==> config.mk <==
export PLATFORM = sky130hd
export DESIGN_NAME = md_unit
export DESIGN_NICKNAME = d
export VERILOG_FILES = /design/src/rtl/md_unit_pkg.sv /design/src/rtl/md_iter_step.sv /design/src/rtl/md_unit.sv
export SDC_FILE = /design/constraint.sdc
export NUM_CORES = 1
export LEC_CHECK = 0
export CAP_MARGIN = 20
export CORE_MARGIN = 1.5
export CORE_UTILIZATION = 55
export CTS_CLUSTER_SIZE = 40
export DETAILED_ROUTE_END_ITERATION = 8
export DONT_BUFFER_PORTS = 1
export GPL_TIMING_DRIVEN = 0
export PLACE_DENSITY = 0.68
export SLEW_MARGIN = 20
export SYNTH_ARGS = -nofsm -noshare
export SYNTH_HDL_FRONTEND = slang
export SYNTH_SLANG_ARGS = --single-unit
==> constraint.sdc <==
create_clock -name clk -period 9.4 [get_ports clk]
set_clock_uncertainty 0.05 [all_clocks]
set_input_delay 0.94 -clock clk [delete_from_list [all_inputs] [get_ports clk]]
set_output_delay 0.94 -clock clk [all_outputs]
set_load 0.03 [all_outputs]
==> src/rtl/md_unit_pkg.sv <==
// Shared definitions for the multiply/divide sequencer.
// Holds the MD_* opcode encodings issued by the pipeline and the FSM state
// encodings used by md_unit.
package md_unit_pkg;

  // Opcodes issued to md_unit on its op port
  localparam logic [2:0] MD_MULT  = 3'd0;
  localparam logic [2:0] MD_MULTU = 3'd1;
  localparam logic [2:0] MD_DIV   = 3'd2;
  localparam logic [2:0] MD_DIVU  = 3'd3;
  localparam logic [2:0] MD_MTHI  = 3'd4;
  localparam logic [2:0] MD_MTLO  = 3'd5;

  // Sequencer FSM states
  localparam logic [0:0] MD_IDLE = 1'b0;
  localparam logic [0:0] MD_RUN  = 1'b1;

endpackage

==> src/rtl/md_iter_step.sv <==
// One radix-2 iteration of the multiply/divide datapath, purely combinational.
//   mul=1: shift-add. {hi,lo} is the partial product with the multiplier
//          draining out of lo; opnd is the multiplicand.
//   mul=0: restoring shift-subtract. hi is the partial remainder, lo shifts
//          the dividend out and the quotient bits in; opnd is the divisor.
module md_iter_step #(
  parameter int WIDTH = 32
) (
  input  logic             mul,
  input  logic [WIDTH-1:0] hi_in,
  input  logic [WIDTH-1:0] lo_in,
  input  logic [WIDTH-1:0] opnd,
  output logic [WIDTH-1:0] hi_out,
  output logic [WIDTH-1:0] lo_out
);

  logic [WIDTH:0] sum;
  logic [WIDTH:0] shifted;
  logic [WIDTH:0] diff;

  // Compute both step flavours and select by the mul flag
  always_comb begin
    // NOTE: every output of a combinational block gets a default first, so no
    // path leaves a value unassigned and no latch is inferred.
    hi_out  = hi_in;
    lo_out  = lo_in;
    sum     = {1'b0, hi_in} + (lo_in[0] ? {1'b0, opnd} : '0);
    shifted = {hi_in, lo_in[WIDTH-1]};
    diff    = shifted - {1'b0, opnd};
    if (mul) begin
      hi_out = sum[WIDTH:1];
      lo_out = {sum[0], lo_in[WIDTH-1:1]};
    end else if (shifted >= {1'b0, opnd}) begin
      hi_out = diff[WIDTH-1:0];
      lo_out = {lo_in[WIDTH-2:0], 1'b1};
    end else begin
      hi_out = shifted[WIDTH-1:0];
      lo_out = {lo_in[WIDTH-2:0], 1'b0};
    end
  end

endmodule

==> src/rtl/md_unit.sv <==
// Multi-cycle multiply/divide sequencer owning the HI/LO register pair.
// MULT/MULTU/DIV/DIVU iterate WIDTH cycles on unsigned magnitudes with busy
// high; signs are restored in the final cycle. MTHI/MTLO write in one edge.
// Build option MD_FAST_MUL_EN: MULT/MULTU finish combinationally at the
// accept edge and never raise busy; DIV/DIVU are unaffected.
module md_unit
  import md_unit_pkg::*;
#(
  parameter int WIDTH = 32
) (
  input  logic             clk,
  input  logic             rst,
  input  logic             start,
  input  logic [2:0]       op,
  input  logic [WIDTH-1:0] a,
  input  logic [WIDTH-1:0] b,
  output logic             busy,
  output logic [WIDTH-1:0] hi,
  output logic [WIDTH-1:0] lo
);

  localparam int CW = $clog2(WIDTH);

`ifdef MD_FAST_MUL_EN
  localparam bit SEQ_MUL = 1'b0;
`else
  localparam bit SEQ_MUL = 1'b1;
`endif

  logic [0:0]       state;
  logic [CW-1:0]    count;
  logic [WIDTH-1:0] acc_hi, acc_lo, opnd;
  logic             is_mul, neg_q, neg_r, dz;

  logic             idle_start, is_mul_op, is_div_op, is_signed_op, accept;
  logic [WIDTH-1:0] mag_a, mag_b;
  logic [WIDTH-1:0] step_hi, step_lo, fin_hi, fin_lo;
  logic [2*WIDTH-1:0] prod_mag, prod_signed;

  assign busy = (state == MD_RUN);

  // Decode the issue request and form operand magnitudes
  always_comb begin
    idle_start   = (state == MD_IDLE) && start;
    is_mul_op    = (op == MD_MULT) || (op == MD_MULTU);
    is_div_op    = (op == MD_DIV)  || (op == MD_DIVU);
    is_signed_op = (op == MD_MULT) || (op == MD_DIV);
    mag_a        = (is_signed_op && a[WIDTH-1]) ? -a : a;
    mag_b        = (is_signed_op && b[WIDTH-1]) ? -b : b;
    accept       = idle_start && (is_div_op || (is_mul_op && SEQ_MUL));
  end

  md_iter_step #(.WIDTH(WIDTH)) u_step (
    .mul    (is_mul),
    .hi_in  (acc_hi),
    .lo_in  (acc_lo),
    .opnd   (opnd),
    .hi_out (step_hi),
    .lo_out (step_lo)
  );

  // Sign-correct the last step's output; divide-by-zero forces an all-ones
  // quotient while the remainder path already reproduces the dividend
  always_comb begin
    prod_mag    = {step_hi, step_lo};
    prod_signed = neg_q ? -prod_mag : prod_mag;
    if (is_mul) begin
      {fin_hi, fin_lo} = prod_signed;
    end else begin
      fin_lo = dz ? '1 : (neg_q ? -step_lo : step_lo);
      fin_hi = neg_r ? -step_hi : step_hi;
    end
  end

`ifdef MD_FAST_MUL_EN
  logic [2*WIDTH-1:0] ext_a, ext_b, fast_prod;

  // Single-cycle product; the low 2*WIDTH bits of the extended product are
  // the exact two's-complement result for MULT
  always_comb begin
    ext_a     = (op == MD_MULT) ? {{WIDTH{a[WIDTH-1]}}, a} : {{WIDTH{1'b0}}, a};
    ext_b     = (op == MD_MULT) ? {{WIDTH{b[WIDTH-1]}}, b} : {{WIDTH{1'b0}}, b};
    fast_prod = ext_a * ext_b;
  end
`endif

  // FSM, iteration counter, working registers and HI/LO
  always_ff @(posedge clk) begin
    // NOTE: state is updated with non-blocking assignments so every register
    // samples pre-edge values, independent of statement order.
    if (rst) begin
      state  <= MD_IDLE;
      count  <= '0;
      hi     <= '0;
      lo     <= '0;
      acc_hi <= '0;
      acc_lo <= '0;
      opnd   <= '0;
      is_mul <= 1'b0;
      neg_q  <= 1'b0;
      neg_r  <= 1'b0;
      dz     <= 1'b0;
    end else if (accept) begin
      state  <= MD_RUN;
      count  <= '0;
      acc_hi <= '0;
      acc_lo <= mag_a;
      opnd   <= mag_b;
      is_mul <= is_mul_op;
      neg_q  <= is_signed_op && (a[WIDTH-1] ^ b[WIDTH-1]);
      neg_r  <= is_signed_op && is_div_op && a[WIDTH-1];
      dz     <= is_div_op && (b == '0);
    end else if (idle_start && (op == MD_MTHI)) begin
      hi <= a;
    end else if (idle_start && (op == MD_MTLO)) begin
      lo <= a;
`ifdef MD_FAST_MUL_EN
    end else if (idle_start && is_mul_op) begin
      {hi, lo} <= fast_prod;
`endif
    end else if (state == MD_RUN) begin
      acc_hi <= step_hi;
      acc_lo <= step_lo;
      if (count == CW'(WIDTH - 1)) begin
        hi    <= fin_hi;
        lo    <= fin_lo;
        state <= MD_IDLE;
        count <= '0;
      end else begin
        count <= count + 1'b1;
      end
    end
  end

endmodule

### Word level (Yosys, flattened, before mapping)

Index checks and enable logic that the tools add are counted.

* bits in registers: 170
* bits of input ports: 70
* output and inout bits: 65
* word-level logic and storage cells: 91

* add/sub/neg operators: 8
* $lt $le $gt $ge: 1
* eq/ne operators: 9
* multiplexer cells: 30
* bitwise operators: 5
* reduce and logical (&&, ||, !) cells: 27

Operator list (number)
* $mux W32: 22
* $neg A32 Y32: 4
* $mux W64: 1
* $neg A64 Y64: 1
* $add A32 B32 Y33: 1
* $ge A33 B32 Y1: 1
* $logic_not A32 Y1: 1
* $sub A32 B32 Y32: 1
* $logic_and A1 B1 Y1: 10
* $reduce_bool A2 Y1: 5
* $reduce_and A4 Y1: 2
* $eq A3 B2 Y1 const B: 2
* $eq A3 B3 Y1 const B: 2
* $mux W1: 6
* $ne A2 B2 Y1 const B: 3
* $reduce_and A3 Y1: 2
* $add A5 B1 Y5 const B: 1
* $eq A5 B5 Y1 const B: 1
* $mux W5: 1
* $logic_or A1 B1 Y1: 4
* $not A1 Y1: 4
* $eq A3 B1 Y1 const B: 1
* $logic_not A3 Y1: 1
* $reduce_and A2 Y1: 1
* 2 further kinds: 2

### Depth between registers and ports, before layout

Gate-level depths: netlist of run 1.

* depth in word-level cells: 10
* depth in mapped cells: 24
* gate-level depth less buffers: 20

### Modules after synthesis

From an unflattened synthesis of run 1, not the netlist that was laid out.

* cells, all modules: 1930
* area total of the unflattened synthesis: 14377.5 µm²

By module, submodules not included
* md_unit: instances 1, cells an instance 1250, area an instance 9708.1 µm², sequential area each 3403.3 µm²
* md_iter_step: instances 1, cells an instance 680, area an instance 4669.5 µm², sequential area each 0.0 µm²

### Least setup slack after synthesis of run 1

OpenSTA, ideal clock, no wires.

* kind: register to register
* start point: register is_mul
* end point: register hi[6]
* library setup time: 0.071 ns
* arrival time: 4.736 ns
* data required time: 9.279 ns
* setup slack: 4.543 ns
* cell stages (with the launch flop): 21
* path buffers: 8
* clock period less this slack: 4.857 ns
* cell sequence: dfxtp_1 -> buf_2 -> buf_1 -> clkbuf_1 -> clkbuf_1 -> clkbuf_1 -> buf_1 -> buf_1 -> clkbuf_1 -> a21oi_1 -> ha_1 -> o211a_1 -> nand4_1 -> nor2_1 -> nand2_1 -> o21ai_0 -> nor2_1 -> a21oi_1 -> xor2_1 -> a211o_1 -> a21oi_1

* word-level cells in the longest chain between the ends: 8
* elaborated cells on any way between the ends: 11
* classes of those cells: add/sub (2); mux (9)

Ends and longest elaborated chain
* from (decl): line md_unit.sv:33 `logic is_mul, neg_q, neg_r, dz;`
* from (signal assigned): line md_unit.sv:109 `is_mul <= is_mul_op;`
* $mux W32: line md_iter_step.sv:30 `if (mul) begin`
* $neg A64 Y64 or $neg A32 Y32 (tied branches): line md_unit.sv:66, md_unit.sv:71
* $mux W64 or $mux W32 (tied branches): line md_unit.sv:66, md_unit.sv:71
* $mux W32 *: line md_unit.sv:67 `if (is_mul) begin`
* $mux W32 *: line md_unit.sv:124 `if (count == CW'(WIDTH - 1)) begin`
* $mux W32 *: line md_unit.sv:121 `end else if (state == MD_RUN) begin`
* $mux W32 *: line md_unit.sv:115 `end else if (idle_start && (op == MD_MTLO)) begin`
* $mux W32 *: line md_unit.sv:113 `end else if (idle_start && (op == MD_MTHI)) begin`
* to (signal assigned): line md_unit.sv:125 `hi <= fin_hi;`
* to (decl): line md_unit.sv:18 `output logic [WIDTH-1:0] hi,`

Mark *: on every way between the ends. The rest lies on a longest branch, timed or not. The select of a mux whose other input is x is not followed.
A chain may end at the register's enable or synchronous reset.

### Worst setup path in the final report of run 1

* start point: register is_mul
* end point: register hi[20]

The elaborated chain is that of the path after synthesis.

==> impl_results.rst, run 1 <==
.. list-table::
   :header-rows: 1

   * - Metric
     - Value
   * - Initial antenna violation count
     - 0
   * - Total die area
     - 0.0281 mm^2
   * - Internal portion of total power
     - 1.57 mW
   * - Global route overflow
     - 0
   * - Vias post-DR
     - 16,300
   * - Worst slack, placed
     - 0.757 ns
   * - Crit start category
     - flip-flop
   * - Routed met3 length
     - 7290 um
   * - Cells after synthesis
     - 2,038
   * - Clock slew at reported path FFs
     - 0.09 ns
   * - Number of top-level pins
     - 135
   * - Uppermost routed layer
     - met4
   * - Least setup slack across all paths after layout
     - -0.0106 ns
   * - Height of the die
     - 168 um
   * - Reported max-cap violation count
     - 0
   * - PwrDens
     - 170 mW/mm^2
   * - Run status
     - complete, but fails checks
   * - Share of synthesized area occupied by flip-flops and latches
     - 0.228
   * - Post-layout net count
     - 2,200
   * - Failing checks
     - negative setup slack
   * - Clock buffers created by TritonCTS
     - 17
   * - Part of the power in the clock network
     - 0.284
   * - Part of the total power dissipated in combinational logic
     - 0.417
   * - Input/output buffers
     - 0
   * - Number of synthesized flops with an enable pin
     - 0
   * - Number of clock sinks seen by CTS
     - 170
   * - Max-slew violation count
     - 0
   * - Average wire per cell in the routed design
     - 24.5 um
   * - Routed Antenna Nets
     - 0
   * - Share of post-route cells with drive strength above 1
     - 0.0512
   * - Post-route clock period utilization
     - 1.00
   * - Via count of the first global-routing pass
     - 15,100
   * - Switching part of the total
     - 0.424
   * - Setup CP Type
     - flip-flop to flip-flop
   * - Final Hold Violating Endpoints
     - 0
   * - Peak supply drop
     - 0.141 mV
   * - Post-detailed-placement half-perimeter wirelength
     - 46,400 um
   * - CTS tree
     - done
   * - Area fraction in and, or, nand and nor cells after synthesis
     - 0.232
   * - First-pass GRT wire length
     - 89,100 um
   * - Smallest hold slack
     - 0.458 ns
   * - First DRT Iteration DRCs
     - 2,039
   * - Most used DFF post-synth
     - dfxtp_1
   * - Clock buffer depth
     - 2
   * - Post-CTS setup buffer count
     - 0
   * - Layout Area Growth over Synthesis
     - 7.10%
   * - Worst-margin pin slew
     - 1.20 ns
   * - Count of TritonRoute iterations in the first routing pass
     - 6
   * - Number of gates resized after cts
     - 0
   * - Fraction of synthesized cell area in xor and xnor cells
     - 0.0851
   * - Met2 Wirelength
     - 24,200 um
   * - Final estimated routing congestion in global placement
     - 0.965
   * - Core utilization of the finished layout
     - 0.596
   * - All-layer global routing usage
     - 0.414
   * - Hold-fix buffers, CTS
     - 0
   * - Sequential group share of total power
     - 0.298
   * - Floorplan die width
     - 168 um
   * - Yosys reg bits
     - 170
   * - Number of distinct library cells after synthesis
     - 92
   * - Count of final setup violators
     - 1
   * - Clock root buffer master
     - clkbuf_16
   * - Arrival time at the worst endpoint
     - 9.73 ns
   * - Proportion of synthesized flip-flops having asynchronous set or reset
     - 0
   * - Maximum number of pins on one net before global-route repair
     - 17
   * - Minimum period implied by the final worst setup slack
     - 9.41 ns
   * - Final setup TNS
     - -0.0106 ns
   * - Effective utilization at floorplan
     - 0.557
   * - Share of synthesized area spent on multiplexers
     - 0.0635
   * - Maximum clock frequency
     - 106 MHz
   * - Adder-cell share of the synthesized area
     - 0.0614
   * - Rel. slew slack
     - 0.202
   * - Largest fanout of any net on the critical path
     - 10
   * - Compound-gate portion of the synthesized area
     - 0.279
   * - Dominant combinational cell family by area after synthesis
     - compound AO/OA/AOI/OAI gates
   * - Worst endpoint required time
     - 9.72 ns
   * - Reported net switching power
     - 1.15 mW
   * - RSZ-0062 raised after global routing
     - no
   * - Synthesized netlist net count
     - 2,180
   * - Diode count
     - 0
   * - Total wire length after detailed routing
     - 59,200 um
   * - Via-to-Cell Ratio
     - 6.78
   * - Number of synthesis warnings
     - 0
   * - Worst-Skew Late Latency
     - 0.45 ns
   * - Synthesized area per cell
     - 7.32 um^2
   * - Detailed-routing wirelength on met1
     - 25,800 um
   * - Number of core rows
     - 60
   * - Worst min path class
     - flip-flop to flip-flop
   * - Area inside the core boundary
     - 0.0268 mm^2
   * - Tot Pwr
     - 2.72 mW
   * - Static leakage
     - 6.01 nW
   * - Maximum level of the CTS H-tree
     - 4
   * - Drc violations
     - 0
   * - Number of fill cells in the layout
     - 2,577
   * - Crit path capture type
     - flip-flop
   * - Area of the mapped netlist
     - 0.0149 mm^2
-- path summary, 6_finish.rpt --
kind | startpoint | endpoint | slack (ns) | cells past startpoint
setup reg to reg | is_mul | hi[20] | -0.01 | 21
setup / recovery | is_mul | hi[20] | -0.01 | 21
hold / removal | count[4] | count[4] | 0.46 | 2
hold reg to reg | count[4] | count[4] | 0.46 | 2
-- power groups by stage --
stage          Clock, mW  Sequential (mW)  Combinational [mW]
6_report           0.774            0.812                1.14
5_1_grt            0.793            0.813                1.21
4_1_cts            0.765            0.808                1.09
3_5_place_dp           0            0.825                1.09
3_3_place_gp           0            0.824                1.08
2_1_floorplan          0            0.801               0.794
-- layer usage --
layer | global-route usage | vias up
met1 | 0.591 | 7748
met3 | 0.0988 | 128
met2 | 0.606 | 984
li1 | - | 7475
met5 | 0 | -
met4 | 0.138 | 0
-- critical path: stages, from the launching register on --
cell and delay [ns]:
dfxtp_1 0.30, buf_2 0.32, buf_1 0.93, clkbuf_1 0.80
clkbuf_1 0.64, clkbuf_1 0.67, buf_1 0.87, buf_1 0.79
clkbuf_1 0.74, a21oi_1 0.27, ha_1 0.31, o211a_1 0.19
nand4_1 0.24, nor2_1 0.07, nand2_1 0.28, o21ai_0 0.23
nor2_1 0.69, nor3_1 0.13, a31oi_1 0.25, xor2_1 0.24
nand2_1 0.10, a31oi_1 0.19
-- layout make-up --
cell class / instances / area, um^2 / share of cell area
Buffer: 130 / 523 / 0.0327
Tap cell: 341 / 427 / 0.0267
Clock buffer: 17 / 425 / 0.0266
Sequential cell: 170 / 3400 / 0.213
Clock inverter: 13 / 185 / 0.0116
Inverter: 66 / 248 / 0.0155
Timing Repair Buffer: 1 / 7.51 / 0.000470
Multi-Input combinational cell: 1672 / 10800 / 0.674
-- cells by family (layout without fill, tap and decap cells) --
group,Yosys count,in the layout
flip-flops,170,170
multiplexers,91,91
AND/OR/NAND/NOR,713,713
XOR/XNOR,145,145
buffers and inverters,196,227
adder cells (fa/ha/maj),72,72
AO/OA/AOI/OAI,651,651
-- cell usage after synthesis, types with 10 or more instances --
cell	instances	area share
inv_1	65	0.016
or4_1	11	0.0055
dfxtp_1	170	0.23
a21oi_1	262	0.088
o21ai_0	96	0.032
a21o_1	27	0.014
mux2i_1	62	0.042
nor2_1	267	0.067
o31ai_1	16	0.0080
nand4_1	24	0.010
o41ai_1	10	0.0059
nand2_1	160	0.040
a31oi_1	22	0.0092
buf_1	11	0.0028
nor4_1	18	0.0075
ha_1	70	0.059
a211oi_1	75	0.038
xnor2_1	68	0.040
or3_1	28	0.012
nor3_1	44	0.015
xor2_1	77	0.045
nand2b_1	16	0.0067
a311oi_1	22	0.013
buf_2	13	0.0044
nand3_1	27	0.0091
clkbuf_1	102	0.026
and2_1	40	0.017
and4_1	10	0.0059
o211ai_1	17	0.0085
and3_1	20	0.0084
nor2b_1	14	0.0059
o21a_1	10	0.0050
mux2_2	29	0.022
-- flip-flops by register name (all words and copies together) (netlist names) --
register  flops
hi           32
acc_lo       32
is_mul        1
busy          1
neg_r         1
count         5
opnd         32
acc_hi       32
lo           32
dz            1
neg_q         1
-- layout by cell type (no fill, tap or decap), types with 11 or more instances in the layout --
cell and instances:
nor4_1 18, a211oi_1 75, nor2_1 267, a31oi_1 22, xnor2_1 68, and3_1 20, mux2_2 29, o21ai_0 96
xor2_1 77, nand2_1 160, clkbuf_1 102, ha_1 70, nand4_1 24, nand2b_1 16, a21oi_1 262, inv_1 65
a311oi_1 22, and2_1 40, clkbuf_16 17, buf_1 11, buf_2 13, nor3_1 44, a21o_1 27, nor2b_1 14
nand3_1 27, o211ai_1 17, or4_1 11, or3_1 28, mux2i_1 62, dfxtp_1 170, o31ai_1 16
-- through the flow --
stage	instance area [um^2]	instances
global route	16000	2410
finish	16000	2410
global placement	15400	2379
CTS	16000	2410
detailed placement	15400	2380
floorplan	14900	2038
Note: power is estimated with default switching activity, not from simulation.
==> run 2, diff against run 1 <==
--- a/config.mk
+++ b/config.mk
@@ -12,7 +12,7 @@
 export DETAILED_ROUTE_END_ITERATION = 8
 export DONT_BUFFER_PORTS = 1
 export GPL_TIMING_DRIVEN = 0
-export PLACE_DENSITY = 0.68
+export PLACE_DENSITY = 0.7
 export SLEW_MARGIN = 20
 export SYNTH_ARGS = -nofsm -noshare
 export SYNTH_HDL_FRONTEND = slang
==> run 2 against run 1 <==
  * The run now ends clean
  * Die area is the same
  * Global-route usage grew 0.18 points
  * Maximum frequency grew 0.36%
  * Combinational power is essentially flat
  * Core utilization shrank 0.28 points
  * Via count grew 0.18%
  * Non-clock buffer count is the same
  * Power shrank 3.6%
  * Highest routed layer unchanged
==> impl_results.rst, run 2 (same netlist as run 1, synthesis figures left out) <==
.. list-table::
   :header-rows: 1

   * - Metric
     - Value
   * - Run status
     - finished, final reports clean
   * - Worst-case register-to-register setup slack
     - 0.02 ns (+0.03 ns)
   * - Number of gates resized after cts
     - 0 (unchanged)
   * - Global route overflow
     - 0 (unchanged)
   * - Maximum single-stage delay on the critical path
     - 0.96 ns (+0.03 ns)
   * - RSZ-0062 raised after global routing
     - no
   * - Number of fill cells in the layout
     - 2,640 (+2.4%)
   * - Category of cells accounting for the largest share of critical-path delay
     - buffers and inverters
   * - PwrDens
     - 165 mW/mm^2 (-3.2%)
   * - Maximum number of pins on one net before global-route repair
     - 17 (unchanged)
   * - Cell area after layout
     - 0.0159 mm^2 (-0.48%)
   * - Hold-fix buffers, CTS
     - 0 (unchanged)
   * - Diode count
     - 0 (unchanged)
   * - Layout Area Growth over Synthesis
     - 6.59%
   * - Area inside the core boundary
     - 0.0268 mm^2 (unchanged)
   * - Total wire length after detailed routing
     - 58,900 um (-0.37%)
   * - Post-layout net count
     - 2,200 (unchanged)
   * - Count of final setup violators
     - 0 (-1)
   * - Smallest hold slack
     - 0.454 ns (-0.00380 ns)
   * - Effective utilization at floorplan
     - 0.557 (unchanged)
   * - Rel. slew slack
     - 0.194 (-0.00770)
   * - Least setup slack across all paths after layout
     - 0.0232 ns (+0.0338 ns)
   * - Placed Instance Area
     - 0.0154 mm^2 (unchanged)
   * - Largest fanout of any net on the critical path
     - 10 (unchanged)
   * - Peak supply drop
     - 0.119 mV (-15%)
   * - Clock buffers created by TritonCTS
     - 17 (unchanged)
   * - Crit path from
     - is_mul
   * - Total placed cells including tap cells
     - 2,380 (unchanged)
   * - Count of TritonRoute iterations in the first routing pass
     - 5 (-1)
   * - First DRT Iteration DRCs
     - 2,212 (+8.5%)
   * - Final setup TNS
     - 0 ns (+0.0106 ns)
   * - Average wire per cell in the routed design
     - 24.4 um (-0.41%)
   * - WHS Path Cells
     - 2 (unchanged)
   * - CP Buf/Inv Count
     - 8 (unchanged)
   * - Maximum level of the CTS H-tree
     - 4 (unchanged)
   * - Count of non-filler cells in the finished layout
     - 2,411 (+0.041%)
   * - Post-route clock period utilization
     - 0.998 (-0.00360)
   * - Static leakage
     - 5.98 nW (-0.54%)
   * - Number of top-level pins
     - 135 (unchanged)
   * - Worst endpoint required time
     - 9.74 ns (+0.02 ns)
   * - Clock buffer depth
     - 2 (unchanged)
   * - Minimum period implied by the final worst setup slack
     - 9.38 ns (-0.0338 ns)
   * - Highest-delay cell along the critical path
     - buf_1
   * - Number of core rows
     - 60 (unchanged)
   * - Share of post-route cells with drive strength above 1
     - 0.0517 (+0.000458)
   * - Most frequent CP cell
     - clkbuf_1
   * - Tot Pwr
     - 2.62 mW (-3.6%)
   * - Vias post-DR
     - 16,400 (+0.18%)
   * - Worst Hold End
     - opnd[0]
   * - Input/output buffers
     - 0 (unchanged)
   * - Worst min path class
     - flip-flop to flip-flop
   * - Final estimated routing congestion in global placement
     - 0.969 (+0.38%)
   * - Routed Antenna Nets
     - 0 (unchanged)
   * - Post-CTS setup buffer count
     - 0 (unchanged)
   * - Total die area
     - 0.0281 mm^2 (unchanged)
   * - Start point of the worst hold path
     - opnd[0]
   * - Series of cell instances along the critical path
     - buf_2 -> buf_1 -> clkbuf_1 -> clkbuf_1 -> clkbuf_1 -> buf_1 -> buf_1 -> clkbuf_1 -> a21oi_1 -> ha_1 -> o211a_1 -> nand4_1 -> nor2_1 -> nand2_1 -> o21ai_0 -> nor2_1 -> nor3_1 -> a31oi_1 -> xor2_1 -> nand2_1 -> a31oi_1
   * - Worst-Skew Late Latency
     - 0.47 ns (+0.02 ns)
   * - Clock root buffer master
     - clkbuf_16
   * - Reg-to-Reg End
     - hi[20]
   * - Final Hold Violating Endpoints
     - 0 (unchanged)
   * - CTS tree
     - done
   * - Arrival time at the worst endpoint
     - 9.72 ns (about the same)
   * - Reported max-cap violation count
     - 0 (unchanged)
   * - Initial antenna violation count
     - 0 (unchanged)
   * - Height of the die
     - 168 um (unchanged)
   * - Worst slack, placed
     - 0.566 ns (-0.190 ns)
   * - Worst flop-to-flop path startpoint
     - is_mul
   * - Via-to-Cell Ratio
     - 6.79 (+0.14%)
   * - Maximum clock frequency
     - 107 MHz (+0.36%)
   * - Post-detailed-placement half-perimeter wirelength
     - 46,500 um (about the same)
   * - Top library cells by usage in the layout, fill and taps aside
     - 267 x nor2_1, 262 x a21oi_1, 170 x dfxtp_1
   * - Number of clock sinks seen by CTS
     - 170 (unchanged)
   * - Via count of the first global-routing pass
     - 14,900 (-0.94%)
   * - Core utilization of the finished layout
     - 0.594 (-0.00285)
   * - Clock slew at reported path FFs
     - 0.07 ns (-0.02 ns)
   * - All-layer global routing usage
     - 0.415 (+0.00181)
   * - Max-slew violation count
     - 0 (unchanged)
   * - Most common cell after layout, fill and taps aside
     - nor2_1
   * - Setup CP Type
     - flip-flop to flip-flop
   * - Crit path capture type
     - flip-flop
   * - First-pass GRT wire length
     - 88,900 um (-0.20%)
   * - Worst-margin pin slew
     - 1.21 ns (+0.0115 ns)
   * - Floorplan die width
     - 168 um (unchanged)
   * - Depth of the worst register-to-register path
     - 21 (unchanged)
   * - Drc violations
     - 0 (unchanged)
   * - Crit start category
     - flip-flop
-- run 2: cell count changes in the layout (fill, tap and decap cells not counted), sizes merged --
cell	change
bufinv	-3
clkinv	+3
clkbuf	+1
clkinvlp	+1
inv	-1
-- run 2: where the power goes --
part	switching, mW	internal (mW)	total, mW
sequential	0.0577	0.753	0.811
clock	0.340	0.345	0.685
combinational	0.736	0.390	1.13
total	1.13	1.49	2.62
-- run 2: worst min-delay path, cell delays in order, from the launching register on --
cell and delay [ns]:
dfxtp_1 0.34, nand2_1 0.06, a21oi_1 0.05
-- run 2: metal layers --
metal,vias to the layer above,share of wire,wire length [um],GRT usage
met5,-,0,0,0
met4,0,0.030,1780,0.134
met3,120,0.13,7630,0.124
met2,963,0.41,24300,0.611
met1,7789,0.43,25200,0.578
li1,7493,-,-,-
-- run 2: area by class of cell --
type | instances | area [um^2] | area share
Buffer | 130 | 523 | 0.0329
Clock buffer | 18 | 439 | 0.0276
Clock inverter | 13 | 95.1 | 0.00598
Inverter | 66 | 248 | 0.0156
Multi-Input combinational cell | 1672 | 10800 | 0.677
Sequential cell | 170 | 3400 | 0.214
Tap cell | 341 | 427 | 0.0268
Timing Repair Buffer | 1 | 7.51 | 0.000472
-- run 2: worst max path at each step --
stage,to,cells after the start
2_1_floorplan,hi[6],20
3_3_place_gp,hi[20],21
3_5_place_dp,hi[20],21
4_1_cts,hi[20],21
5_1_grt,hi[20],21
6_report,hi[20],21
